<file path="config.mk">
export PLATFORM = sky130hd
export DESIGN_NAME = if_id_queue
export DESIGN_NICKNAME = d
export VERILOG_FILES = /design/src/rtl/if_id_queue.sv
export SDC_FILE = /design/constraint.sdc
export NUM_CORES = 1
export LEC_CHECK = 0
export CAP_MARGIN = 20
export CORE_UTILIZATION = 59
export CTS_CLUSTER_SIZE = 14
export DETAILED_ROUTE_END_ITERATION = 8
export GPL_TIMING_DRIVEN = 0
export PLACE_DENSITY_LB_ADDON = 0.2
export RECOVER_POWER = 100
export SYNTH_ARGS = -nofsm -noshare
export SYNTH_HDL_FRONTEND = slang
export SYNTH_SLANG_ARGS = --single-unit
</file>
<file path="constraint.sdc">
create_clock -name clk -period 9.7 [get_ports clk]
set_clock_uncertainty 0.15 [all_clocks]
set_input_delay 2.91 -clock clk [delete_from_list [all_inputs] [get_ports clk]]
set_output_delay 2.91 -clock clk [all_outputs]
set_load 0.05 [all_outputs]
</file>
<file path="src/rtl/if_id_queue.sv">
// if_id_queue: DEPTH-entry FIFO of fetched instructions between fetch and decode.
// Optional macro IF_ID_QUEUE_BYPASS_EN passes fetch straight to decode when the queue is empty.
module if_id_queue #(
  parameter int ADDR_W = 32,
  parameter int INST_W = 32,
  parameter int EXC_W  = 6,
  parameter int DEPTH  = 4,
  parameter int CNT_W  = $clog2(DEPTH) + 1
) (
  input  logic              clk,
  input  logic              rst,
  input  logic              flush,
  input  logic              if_valid,
  output logic              if_ready,
  input  logic [ADDR_W-1:0] if_pc,
  input  logic [INST_W-1:0] if_instr,
  input  logic [EXC_W-1:0]  if_exception_type,
  output logic              id_valid,
  input  logic              id_ready,
  output logic [ADDR_W-1:0] id_pc,
  output logic [INST_W-1:0] id_instr,
  output logic [EXC_W-1:0]  id_exception_type,
  output logic [CNT_W-1:0]  count
);

  localparam int PTR_W = $clog2(DEPTH);
  localparam logic [CNT_W-1:0] FULL = CNT_W'(DEPTH);

  logic [ADDR_W-1:0] pc_mem    [DEPTH];
  logic [INST_W-1:0] instr_mem [DEPTH];
  logic [EXC_W-1:0]  exc_mem   [DEPTH];

  logic [PTR_W-1:0] wr_ptr_q, wr_ptr_d;
  logic [PTR_W-1:0] rd_ptr_q, rd_ptr_d;
  logic [CNT_W-1:0] count_q, count_d;
  logic             nonempty;
  logic             push;
  logic             pop;

  assign nonempty = (count_q != '0);
  // if_ready looks only at registered occupancy so fetch never sees a path from id_ready.
  assign if_ready = (count_q != FULL);
  assign count    = count_q;
  assign pop      = nonempty && id_ready;

`ifdef IF_ID_QUEUE_BYPASS_EN
  logic bypass;
  assign bypass   = !nonempty && if_valid && !flush;
  // A bypassed entry taken by decode in the same cycle never touches storage.
  assign push     = if_valid && if_ready && !(bypass && id_ready);
  assign id_valid = nonempty || bypass;
`else
  assign push     = if_valid && if_ready;
  assign id_valid = nonempty;
`endif

  always_comb begin
    id_pc             = '0;
    id_instr          = '0;
    id_exception_type = '0;
    if (nonempty) begin
      id_pc             = pc_mem[rd_ptr_q];
      id_instr          = instr_mem[rd_ptr_q];
      id_exception_type = exc_mem[rd_ptr_q];
    end
`ifdef IF_ID_QUEUE_BYPASS_EN
    else if (bypass) begin
      id_pc             = if_pc;
      id_instr          = if_instr;
      id_exception_type = if_exception_type;
    end
`endif
  end

  always_comb begin
    wr_ptr_d = wr_ptr_q;
    rd_ptr_d = rd_ptr_q;
    count_d  = count_q;
    if (flush) begin
      wr_ptr_d = '0;
      rd_ptr_d = '0;
      count_d  = '0;
    end else begin
      if (push) wr_ptr_d = wr_ptr_q + PTR_W'(1);
      if (pop)  rd_ptr_d = rd_ptr_q + PTR_W'(1);
      case ({push, pop})
        2'b10:   count_d = count_q + CNT_W'(1);
        2'b01:   count_d = count_q - CNT_W'(1);
        default: count_d = count_q;
      endcase
    end
  end

  always_ff @(posedge clk or negedge rst) begin
    if (!rst) begin
      wr_ptr_q <= '0;
      rd_ptr_q <= '0;
      count_q  <= '0;
    end else begin
      wr_ptr_q <= wr_ptr_d;
      rd_ptr_q <= rd_ptr_d;
      count_q  <= count_d;
    end
  end

  // Entry storage is never reset; stale slots are hidden by the zero bubble when empty.
  always_ff @(posedge clk) begin
    if (push && !flush) begin
      pc_mem[wr_ptr_q]    <= if_pc;
      instr_mem[wr_ptr_q] <= if_instr;
      exc_mem[wr_ptr_q]   <= if_exception_type;
    end
  end

endmodule
</file>
==> impl_metrics.env <==
export IMPL_path_buf_inv=3
export IMPL_track_usage=0.223
export IMPL_fp_dieH_um=140
export IMPL_tritoncts="yes"
export IMPL_place_congestion=0.715
export IMPL_io_pins=150
export IMPL_syn_area_mm2=0.0112
export IMPL_layout_drive_gt1_share=0.189
export IMPL_layout_common_cells="edfxtp_1 (280), dlygate4sd3_1 (148), and2_1 (70)"
export IMPL_p_leak_nw=4.72
export IMPL_ys_types=31
export IMPL_avgSynthCellArea_um2=22.1
export IMPL_pre_cts_ws_ns=4.22
export IMPL_antenna_found_initial=7
export IMPL_final_common_cell="edfxtp_1"
export IMPL_cts_root_buf="clkbuf_16"
export IMPL_worstPathCellList="dlygate4sd3_1 -> clkbuf_1 -> nand2_1 -> nor2_1 -> and2_0 -> buf_12"
export IMPL_fmax_ghz=0.150
export IMPL_yosysSeqAreaShare=0.768
export IMPL_tns_ns=0
export IMPL_ctsHoldBuffers=0
export IMPL_critPathRequiredTime_ns=9.75
export IMPL_yosys_area_top_type="edfxtp_1"
export IMPL_ff2ff_setup_slack_ns=5.66
export IMPL_crit_type="in2reg"
export IMPL_nNetsFinal=769
export IMPL_drt_iter0_markers=349
export IMPL_drc_errors=0
export IMPL_fin_crit_ns=6.68
export IMPL_cp_max_fo=36
export IMPL_ir_drop_mv=0.182
export IMPL_wl_um=20800
export IMPL_ys_warn_count=0
export IMPL_grt_max_degree=38
export IMPL_start_util=0.612
export IMPL_dr_pass1_iters=4
export IMPL_h_tree_depth=1
export IMPL_worst_ep_arrival_time_ns=6.73
export IMPL_syn_inst=507
export IMPL_cts_num_sinks=287
export IMPL_clkTransAtPathRegs_ns=0.06
export IMPL_finalMaxSlewViolations=139
export IMPL_die_w_um=140
export IMPL_core_rowCount=49
export IMPL_synth_edff_count=280
export IMPL_core_area_mm2=0.0183
export IMPL_postLayoutCoreUtil=0.765
export IMPL_postRouteAntennaNets=0
export IMPL_clock_power_share=0.338
export IMPL_die_area_mm2=0.0195
export IMPL_worstHoldPathType="reg2reg"
export IMPL_dpl_hpwl_um=12600
export IMPL_rsz0062_at_grt="no"
export IMPL_p_seq_frac=0.447
export IMPL_cellPowerDensity_mw_per_mm2=228
export IMPL_synth_nets=587
export IMPL_synth_area_leaders="edfxtp_1 (75%), mux4_2 (14%), and2_1 (4.1%)"
export IMPL_routed_via_density=5.82
export IMPL_sw_frac_of_total=0.272
export IMPL_wl_per_cell_um=21.9
export IMPL_crit_slowest_cell="and2_0"
export IMPL_port_buffers=148
export IMPL_internal_power_w=0.00232
export IMPL_grt_overflow_total=0
export IMPL_timing_final_ws_setup_ns=3.02
export IMPL_drv_cap=4
export IMPL_p_sw_w=0.000870
export IMPL_status="finished with violations"
export IMPL_vias=5505
export IMPL_cp_top_family="simple AND/OR/NAND/NOR gates"
export IMPL_clockBufferDepth=3
export IMPL_worst_pin_slew_ns=2.83
export IMPL_first_global_vias=5912
export IMPL_p_comb_frac=0.215
export IMPL_numCtsBuffers=28
export IMPL_setup_viol=0
export IMPL_grt_pass1_wl_um=32600
export IMPL_ys_flop_type="edfxtp_1"
export IMPL_fin_total_pwr_w=0.00319
export IMPL_ys_seq_elements=287
export IMPL_ys_async_sr_fraction=0.0244
export IMPL_insertion_delay_ns=0.52
export IMPL_period_share=0.689
export IMPL_hold_viol=0
export IMPL_yosysTopAreaCellShare=0.752
export IMPL_cp_slowest_stage_delay_ns=2.09
export IMPL_slew_headroom=-0.889
export IMPL_critPathCaptureType="flip-flop"
export IMPL_postCtsResizedCells=0
export IMPL_violations="max-capacitance violations, max-slew violations"
export IMPL_start_kind="primary input"
export IMPL_area_growth_pct=25.1
export IMPL_cts_setup_buffers=0
through the flow:
step / instance area [um2] / cells / hold slack (ns)
CTS: 14000 / 939 / 0.452
global route: 14000 / 942 / 0.476
finish: 14000 / 946 / 0.454
detailed placement: 13000 / 888 / 0.442
global placement: 12900 / 884 / 0.405
floorplan: 11200 / 507 / 0.393
worst reg2reg max path, cell delays in order, from the launching register on:
cell and delay (ns):
dfrtp_1 0.49, or3b_4 0.29, nand2_1 0.10, nor2_1 0.24
and2_0 2.09, buf_12 0.32
Yosys cell counts (2+ instances only):
| cell | count |
|---|---|
| a21oi_1 | 4 |
| and2_1 | 74 |
| buf_12 | 7 |
| buf_2 | 10 |
| clkbuf_1 | 9 |
| dfrtp_1 | 7 |
| edfxtp_1 | 280 |
| ha_1 | 4 |
| inv_1 | 2 |
| mux4_1 | 2 |
| mux4_2 | 68 |
| nand2_1 | 6 |
| nand3_1 | 4 |
| nor2_1 | 8 |
| nor3_1 | 2 |
| o21ai_0 | 2 |
| or3_1 | 2 |
| xnor2_1 | 2 |
| xor2_1 | 2 |
kinds of logic after synthesis:
group / Yosys count / share of synthesized area
AOI/OAI and AO/OA: 11 / 0.00627
muxes: 70 / 0.142
DFF: 287 / 0.768
adders and majority gates: 5 / 0.00627
xor gates and xnor gates: 4 / 0.00313
buffers and inverters: 29 / 0.0217
and+or+nand+nor: 101 / 0.0534
final timing paths:
path | startpoint | end | depth (start not counted)
max in group asynchronous | rst | rd_ptr_q[1] | 1
setup reg to reg | count[2] | instr_mem[0][8] | 5
min in group asynchronous | rst | count[1] | 1
hold / removal | wr_ptr_q[1] | wr_ptr_q[1] | 2
setup / recovery | if_valid | instr_mem[0][8] | 6
hold reg to reg | wr_ptr_q[1] | wr_ptr_q[1] | 2
flip-flops by register name, indices dropped and copies added (netlist names):
name / flops
rd_ptr_q: 2
wr_ptr_q: 2
pc_mem: 128
instr_mem: 128
count: 3
exc_mem: 24
power by group through the flow:
stage                     clock network [W]  registers, W  logic [W]
final                               0.00108       0.00143   0.000687
after global routing                0.00115       0.00143   0.000725
after CTS                           0.00110       0.00143   0.000730
after detailed placement                  0       0.00145   0.000726
after global placement                    0       0.00145   0.000713
after floorplan                           0       0.00145   0.000481
cell type report:
| class | count | area [um2] |
|---|---|---|
| Antenna cell | 7 | 17.5 |
| Buffer | 27 | 233 |
| Clock buffer | 33 | 741 |
| Clock inverter | 18 | 191 |
| Fill cell | 1008 | 4290 |
| Inverter | 2 | 7.51 |
| Multi-Input combinational cell | 191 | 2360 |
| Sequential cell | 287 | 8580 |
| Tap cell | 229 | 287 |
| Timing Repair Buffer | 152 | 1570 |
routing by layer:
layer / vias up / GRT usage / part of all wire / wire length, um
li1: 2441 / - / - / -
met5: - / 0 / 0.0013 / 26
met4: 4 / 0.0590 / 0.017 / 359
met2: 203 / 0.379 / 0.51 / 10500
met3: 32 / 0.0499 / 0.066 / 1380
met1: 2825 / 0.294 / 0.41 / 8490
(Power assumes the default switching activity.)
